**config.mk**
```make
export PLATFORM = sky130hd
export DESIGN_NAME = oc8051_cxrom_arb
export DESIGN_NICKNAME = d
export VERILOG_FILES = /design/src/rtl/oc8051_cxrom_pkg.sv /design/src/rtl/oc8051_cxrom_starve_ctr.sv /design/src/rtl/oc8051_cxrom_arb.sv
export SDC_FILE = /design/constraint.sdc
export NUM_CORES = 1
export LEC_CHECK = 0
export BUFFER_PORTS_ARGS = -buffer_cell sky130_fd_sc_hd__buf_2
export CORE_MARGIN = 2
export CORE_UTILIZATION = 54
export DETAILED_ROUTE_END_ITERATION = 16
export HOLD_SLACK_MARGIN = 0.15
export MAX_ROUTING_LAYER = met4
export PLACE_DENSITY = 0.86
export RECOVER_POWER = 25
export SETUP_SLACK_MARGIN = 0.02
export SYNTH_ARGS = -nofsm -noshare
export SYNTH_HDL_FRONTEND = slang
export SYNTH_SLANG_ARGS = --single-unit
```
**constraint.sdc**
```tcl
create_clock -name clk -period 5.5 [get_ports clk]
set_clock_uncertainty 0.15 [all_clocks]
set_input_delay 0.55 -clock clk [delete_from_list [all_inputs] [get_ports clk]]
set_output_delay 0.55 -clock clk [all_outputs]
set_load 0.02 [all_outputs]
```
**src/rtl/oc8051_cxrom_pkg.sv**
```systemverilog
// Shared definitions for the oc8051 code-ROM arbiter.
// Holds the default ROM geometry, the burst FSM state encoding and the
// per-cycle grant encoding used by the arbiter and its sub-blocks.
package oc8051_cxrom_pkg;

    localparam int ADDR_W_DEF = 16;
    localparam int DATA_W_DEF = 32;
    localparam int WORD_BYTES = 4;

    typedef enum logic [1:0] {
        IDLE  = 2'd0,
        BURST = 2'd1,
        FLUSH = 2'd2
    } state_e;

    typedef enum logic [1:0] {
        G_NONE = 2'd0,
        G_CPU  = 2'd1,
        G_AUX  = 2'd2
    } grant_e;

endpackage

```
**src/rtl/oc8051_cxrom_starve_ctr.sv**
```systemverilog
// Saturating starvation counter for the auxiliary ROM reader.
// Ports:
//   clk     rising-edge clock
//   rst     asynchronous active-low reset
//   inc     count one more denied cycle (saturates at MAX)
//   clr     clear the count (takes priority over inc)
//   at_max  count has reached MAX; the next slot must go to aux
module oc8051_cxrom_starve_ctr #(
    parameter int unsigned MAX = 4
) (
    input  logic clk,
    input  logic rst,
    input  logic inc,
    input  logic clr,
    output logic at_max
);

    localparam logic [3:0] MAX_C = 4'(MAX);

    logic [3:0] count;

    // NOTE: sequential state uses non-blocking assignments so every flop
    // samples the pre-edge values of its inputs, independent of block order.
    always_ff @(posedge clk or negedge rst) begin
        if (!rst) begin
            count <= 4'd0;
        end else if (clr) begin
            count <= 4'd0;
        end else if (inc && (count != MAX_C)) begin
            count <= count + 4'd1;
        end
    end

    assign at_max = (count == MAX_C);

endmodule

```
**src/rtl/oc8051_cxrom_arb.sv**
```systemverilog
// Arbiter sharing the single combinational code ROM between the oc8051 fetch
// port and an auxiliary burst reader (secure-boot hash engine). The CPU wins
// every cycle unless aux has been denied STARVE_MAX cycles in a row.
// Ports:
//   clk, rst             clock, asynchronous active-low reset
//   cpu_req/cpu_addr     CPU fetch request and byte address
//   cpu_ack/cpu_data     registered ROM word, valid the cycle after grant
//   aux_start/addr/len   burst start pulse, start address, length in words
//   aux_busy             burst in progress (BURST or FLUSH)
//   aux_valid/aux_data   registered ROM word for the burst reader
//   aux_done             one-cycle pulse marking burst completion
//   rom_addr/rom_data    combinational ROM interface
module oc8051_cxrom_arb
    import oc8051_cxrom_pkg::*;
#(
    parameter int          ADDR_W     = ADDR_W_DEF,
    parameter int          DATA_W     = DATA_W_DEF,
    parameter int unsigned STARVE_MAX = 4
) (
    input  logic              clk,
    input  logic              rst,
    input  logic              cpu_req,
    input  logic [ADDR_W-1:0] cpu_addr,
    output logic              cpu_ack,
    output logic [DATA_W-1:0] cpu_data,
    input  logic              aux_start,
    input  logic [ADDR_W-1:0] aux_addr,
    input  logic [7:0]        aux_len,
    output logic              aux_busy,
    output logic              aux_valid,
    output logic [DATA_W-1:0] aux_data,
    output logic              aux_done,
    output logic [ADDR_W-1:0] rom_addr,
    input  logic [DATA_W-1:0] rom_data
);

    state_e            state;
    grant_e            grant;
    logic [ADDR_W-1:0] aux_ptr;
    logic [7:0]        words_left;
    logic              aux_pend;
    logic              at_max;
    logic              accept;

    assign aux_pend = (state == BURST);
    assign aux_busy = (state != IDLE);
    // A start is only honoured from IDLE; pulses during a burst are dropped.
    assign accept   = (state == IDLE) && aux_start;

    // NOTE: every combinational output gets a default first, so no path
    // leaves it unassigned and no latch is inferred.
    always_comb begin
        grant = G_NONE;
        if (cpu_req && !(aux_pend && at_max)) begin
            grant = G_CPU;
        end else if (aux_pend) begin
            grant = G_AUX;
        end
    end

    // With no grant the CPU address is still presented; the read is discarded.
    assign rom_addr = (grant == G_AUX) ? aux_ptr : cpu_addr;

    oc8051_cxrom_starve_ctr #(
        .MAX (STARVE_MAX)
    ) u_starve (
        .clk    (clk),
        .rst    (rst),
        .inc    (aux_pend && (grant == G_CPU)),
        .clr    ((grant == G_AUX) || !aux_pend),
        .at_max (at_max)
    );

    // Burst FSM and address/length tracking.
    // NOTE: all flops here, including the data holding registers, are reset
    // because the outputs must read zero while reset is asserted.
    always_ff @(posedge clk or negedge rst) begin
        if (!rst) begin
            state      <= IDLE;
            aux_ptr    <= '0;
            words_left <= 8'd0;
        end else begin
            case (state)
                IDLE: begin
                    if (aux_start) begin
                        aux_ptr    <= aux_addr;
                        words_left <= aux_len;
                        state      <= (aux_len != 8'd0) ? BURST : FLUSH;
                    end
                end
                BURST: begin
                    if (grant == G_AUX) begin
                        aux_ptr    <= aux_ptr + ADDR_W'(WORD_BYTES);
                        words_left <= words_left - 8'd1;
                        if (words_left == 8'd1) begin
                            state <= FLUSH;
                        end
                    end
                end
                default: state <= IDLE;
            endcase
        end
    end

    // Read-data pipeline: one cycle from grant to ack/valid.
    always_ff @(posedge clk or negedge rst) begin
        if (!rst) begin
            cpu_ack   <= 1'b0;
            cpu_data  <= '0;
            aux_valid <= 1'b0;
            aux_data  <= '0;
            aux_done  <= 1'b0;
        end else begin
            cpu_ack   <= (grant == G_CPU);
            aux_valid <= (grant == G_AUX);
            if (grant == G_CPU) begin
                cpu_data <= rom_data;
            end
            if (grant == G_AUX) begin
                aux_data <= rom_data;
            end
            // Done rides with the final word, or follows an empty-burst accept.
            aux_done <= ((grant == G_AUX) && (words_left == 8'd1))
                     || (accept && (aux_len == 8'd0));
        end
    end

endmodule

```
## After elaboration in Yosys (flattened, before gate mapping)

Cells that the tools add are included.

- Memories: 0
- Output and inout bits: 84
- Word-level logic and storage cells: 56
- Bits of input ports: 76
- Bits in writable memories: 0
- Flip-flop bits (word level): 97
- Memory bits (read-only): 0
- Latch bits: 0

- Divide/modulo/power cells: 0
- Order comparisons: 0
- Bitwise logic cells: 0
- Multipliers: 0
- Equal/unequal tests: 9
- Reduce and logical (&&, ||, !) cells: 19
- Shifts and indexed selects: 0
- $add $sub $neg: 3
- Mux-type cells: 16

Operator list:

| cell | count |
|---|---|
| two-way mux 16 bit | 3 |
| case mux 16 bit (2 select lines) | 1 |
| adder 16 x 3 -> 16 bit (second input constant) | 1 |
| two-way mux 8 bit | 2 |
| case mux 8 bit (2 select lines) | 1 |
| two-way mux 2 bit | 6 |
| equality test 8 x 1 -> 1 bit (second input constant) | 1 |
| logical NOT 8 bit | 1 |
| two-way mux 4 bit | 2 |
| nonzero test 8 bit | 1 |
| subtractor 8 x 1 -> 8 bit (second input constant) | 1 |
| logical AND 1 bit | 7 |
| AND reduction 3 bit | 2 |
| nonzero test 2 bit | 3 |
| adder 4 x 1 -> 4 bit (second input constant) | 1 |
| equality test 2 x 1 -> 1 bit (second input constant) | 2 |
| equality test 4 x 3 -> 1 bit (second input constant) | 1 |
| inequality test 2 x 1 -> 1 bit (second input constant) | 2 |
| inequality test 4 x 3 -> 1 bit (second input constant) | 1 |
| case mux 2 bit (2 select lines) | 1 |
| equality test 2 bit (second input constant) | 1 |
| logical NOT 1 bit | 2 |
| logical NOT 2 bit | 1 |
| logical OR 1 bit | 2 |
| inequality test 2 bit (second input constant) | 1 |

## Depth between registers and ports, before layout

- Word-level depth: 10
- Mapped depth: 8
- Depth with buffers taken out: 7

## By module

From an unflattened synthesis, not the netlist that was laid out.

- Cells, all modules: 370
- Area, all modules: 4484.3 µm²

By module, submodules not included:

| module | cells an instance | seq. area each (µm²) | area an instance (µm²) | times used |
|---|---|---|---|---|
| oc8051_cxrom_arb | 346 | 2327.2 | 4250.3 | 1 |
| oc8051_cxrom_starve_ctr | 24 | 100.1 | 234.0 | 1 |

## Worst setup path before layout

No wires, ideal clock.

- Path kind: register to output
- From: register u_starve.count[0]
- To: output rom_addr[0]
- Stages on the path, launching flop included: 7
- Path buffers: 1
- Setup slack: 3.246 ns
- Required time: 4.800 ns
- Data arrival time: 1.554 ns
- Cell sequence: dfrtp_1 -> inv_1 -> ha_1 -> nand3b_4 -> a21oi_2 -> buf_4 -> mux2_2

- Cells in the longest elaborated chain, start to end: 7

RTL lines:

| element | line | text |
|---|---|---|
| start: declaration | oc8051_cxrom_starve_ctr.sv:20 | `logic [3:0] count;` |
| start signal: assignment | oc8051_cxrom_starve_ctr.sv:30 | `count <= count + 4'd1;` |
| equality test 4 x 3 -> 1 bit | oc8051_cxrom_starve_ctr.sv:34 | `assign at_max = (count == MAX_C);` |
| logical AND 1 bit | oc8051_cxrom_arb.sv:54 | `if (cpu_req && !(aux_pend && at_max)) begin` |
| logical NOT 1 bit | oc8051_cxrom_arb.sv:54 |  |
| logical AND 1 bit | oc8051_cxrom_arb.sv:54 |  |
| two-way mux 2 bit | oc8051_cxrom_arb.sv:54 |  |
| equality test 2 bit | oc8051_cxrom_arb.sv:62 | `assign rom_addr = (grant == G_AUX) ? aux_ptr : cpu_addr;` |
| two-way mux 16 bit | oc8051_cxrom_arb.sv:62 |  |
| end: declaration | oc8051_cxrom_arb.sv:33 | `output logic [ADDR_W-1:0] rom_addr,` |

Every way passes these cells.

## Worst setup path after layout

- From: register state[1]
- To: output rom_addr[7]

- Cells in the longest elaborated chain, start to end: 7

RTL lines:

| element | line | text |
|---|---|---|
| start: declaration | oc8051_cxrom_arb.sv:37 | `state_e state;` |
| start signal: assignment | oc8051_cxrom_arb.sv:88 | `state <= (aux_len != 8'd0) ? BURST : FLUSH;` |
| equality test 2 x 1 -> 1 bit (*) | oc8051_cxrom_arb.sv:45 | `assign aux_pend = (state == BURST);` |
| logical AND 1 bit | oc8051_cxrom_arb.sv:54 |  |
| logical NOT 1 bit | oc8051_cxrom_arb.sv:54 |  |
| logical AND 1 bit | oc8051_cxrom_arb.sv:54 |  |
| two-way mux 2 bit (*) | oc8051_cxrom_arb.sv:54 |  |
| equality test 2 bit (*) | oc8051_cxrom_arb.sv:62 |  |
| two-way mux 16 bit (*) | oc8051_cxrom_arb.sv:62 |  |

Every way passes the cells marked *; elsewhere a longest branch is shown, timed or not.

==> results.cfg <==
[clock_network]
clk_latency_ns = 0.35
cts_tree = built
numCtsBuffers = 9
cts-root-buf = clkbuf_8
cts_post_setup_buffers_inserted = 0
ctsLongestPathBuffers = 2
cts_htree_levels = 3
cts_resized = 0
numClockSinks = 97
clkSlewWorstSetupHoldPaths_ns = 0.11

[floorplanning]
start_util = 0.5519
die-area_sq_um = 9059
die_w_microns = 95.18
pin_count = 160
row_count = 33
core_area_sq_um = 8134
die_h_microns = 95.18

[global_route]
grt_start_max_net_pins = 55
grt.total_usage = 0.2504
grt_pass1_vias = 3663
overflow = 0
grt_pass1_wl_microns = 17080
antenna_found_initial = 0

[drt]
via_count = 3750
wirelength_microns = 11060
wire_per_inst_microns = 16.09
viasPerCell = 5.459
drt_iter0_drc = 222
ant_nets = 0
drc = 0
drt_pre_antenna_iters = 5

[logic_synthesis]
synth_compound_area_frac = 0.1098
yosys.area_share.simple = 0.1591
synthCells = 426
ys_async_sr_fraction = 1.000
syn_area_per_cell_sq_um = 10.54
synth_nets = 507
synthesis.area_sq_um = 4489
ys_seq_area_frac = 0.5407
synth_edf_count = 0
synth_top_family_by_area = simple AND/OR/NAND/NOR gates
synthAdderAreaFrac = 0.01394
yosys_most_used_dff = dfrtp_1
yosys_warnings = 0
ys_types = 49
ys_ff_latch = 97
synth-xor-area-share = 0.003902
synthMuxAreaShare = 0.1299

[layout]
final_cell_mix = buf_2 (132), nand2_1 (114), dfrtp_1 (97)
area_growth_syn_to_layout_pct = 21.99
layout-drive-gt1-share = 0.3522
diodes = 0
final_cells = 687
fin_util = 0.6733
nFillCells = 648
nets = 658
final_common_cell = buf_2
final_design_area_no_fill_sq_um = 5477

[sta]
relSlewSlack = -0.5518
finalSetupViolCount = 0
layout_min_cycle_time_ns = 3.425
fmax_ghz = 0.2920
tightest_slew_ns = 2.328
hold_viol = 0
fin_setup_tns_ns = 0
drv_slew = 45
rsz0062_at_grt = no
holdWs_ns = 0.2391
finalCritPeriodShare = 0.6227

[min_path]
hold_class = in -> reg

[critical_path]
worstSetupPathType = reg -> out
crit_chain = nand2b_1 > a21oi_4 > buf_4 > mux2_2 > buf_2
cp-start-kind = flop
critPathSlowestCell = nand2b_1
crit_required_ns = 4.80
endpoint_kind = output port
arrival_ns = 2.72
worst_path_largest_cell_delay_ns = 0.65
path_max_fanout = 27

[placement]
postPlaceCellArea_sq_um = 5294
gp_congestion = 0.8167
port-buffer-count = 159
placed_cells = 670
hpwl_microns = 8051

[pwr]
power_density_nw_per_um2 = 483.2
p_leak_nw = 2.689
ir_drop_mv = 0.2675

[run_status]
status = finished, violations left
failed_checks = capacitance limit, slew limit

[flow_run]
maxCapViolations = 1
[per-layer routing]
layer | wire length, microns | share of wire | vias to the layer above | GRT usage
li1 | - | - | 1776 | -
met3 | 947 | 0.086 | 11 | 0.06798
met4 | 135 | 0.012 | 0 | 0.06884
met5 | 0 | 0 | - | -
met1 | 4515 | 0.41 | 1796 | 0.3117
met2 | 5457 | 0.49 | 167 | 0.4055
[stage by stage]
step	power, W	setup WS, ns
finish	0.002646	2.075
global route	0.002816	1.682
CTS	0.002670	2.019
detailed placement	0.002182	2.285
global placement	0.002134	2.387
floorplan	0.001856	3.246
[state kept, by name, summed over array words and instances (netlist names)]
| signal | count |
|---|---|
| aux_done | 1 |
| state | 2 |
| cpu_ack | 1 |
| u_starve.count | 4 |
| aux_data | 32 |
| cpu_data | 32 |
| aux_valid | 1 |
| aux_ptr | 16 |
| words_left | 8 |
[cell families after synthesis]
kind of cell	after synthesis
multiplexers	52
flip-flops	97
AND/OR/NAND/NOR	164
buffers and inverters	32
AO/OA/AOI/OAI	74
XOR/XNOR	2
adder cells (fa/ha/maj)	5
[cell usage after synthesis (all sizes together), types with 3 or more instances]
cell type / count / area [sq um]
a21oi: 26 / 133.9
o32ai: 3 / 26.28
nand3: 8 / 40.04
a2bb2oi: 7 / 61.31
o21ai: 17 / 96.35
and3: 5 / 32.53
buf: 19 / 132.6
nor3: 5 / 25.02
clkbuf: 4 / 25.02
nand4: 5 / 31.28
mux2: 50 / 563.0
dfrtp: 97 / 2427
nor2: 13 / 48.80
nor4: 3 / 18.77
ha: 5 / 62.56
o22ai: 8 / 50.05
nand2: 114 / 427.9
inv: 9 / 33.78
[power by group]
group / switching, W / internal (W)
combinational: 0.000628 / 0.000415
clock: 0.000267 / 0.000219
sequential: 0.000192 / 0.000926
total: 0.00109 / 0.00156
[critical path, delay by kind of cell (launching register included)]
kind	cells	cell delay [ns]
buffers and inverters	2	0.52
AO/OA/AOI/OAI	1	0.33
multiplexers	1	0.38
flip-flops	1	0.47
AND/OR/NAND/NOR	1	0.65
[what timing repair did]
item,CTS,global route
endpoints found under the hold margin,43,0
endpoints found under the setup margin,0,0
hold buffers,1,0
[cell type report]
cell class                 instances  area, sq um  area share
sequential                        97         2427      0.4432
multi-input combinational        297         1881      0.3434
timing repair buffer             163        794.5      0.1451
tap                              105        131.4     0.02399
clock buffer                       9        123.9     0.02262
clock inverter                     7        85.08     0.01554
inverter                           9        33.78    0.006169
[path summary, 6_finish.rpt]
kind	from	end	slack [ns]	cells after the start
max reg2reg	state[1]	state[0]	2.29	5
max in group asynchronous	rst	cpu_data[20]	2.25	3
min	rom_data[12]	cpu_data[12]	0.24	3
max	state[1]	rom_addr[7]	2.08	5
min in group asynchronous	rst	words_left[5]	1.27	2
min reg2reg	cpu_data[9]	cpu_data[9]	0.33	2
No activity file was read; power rests on OpenSTA's default activity.
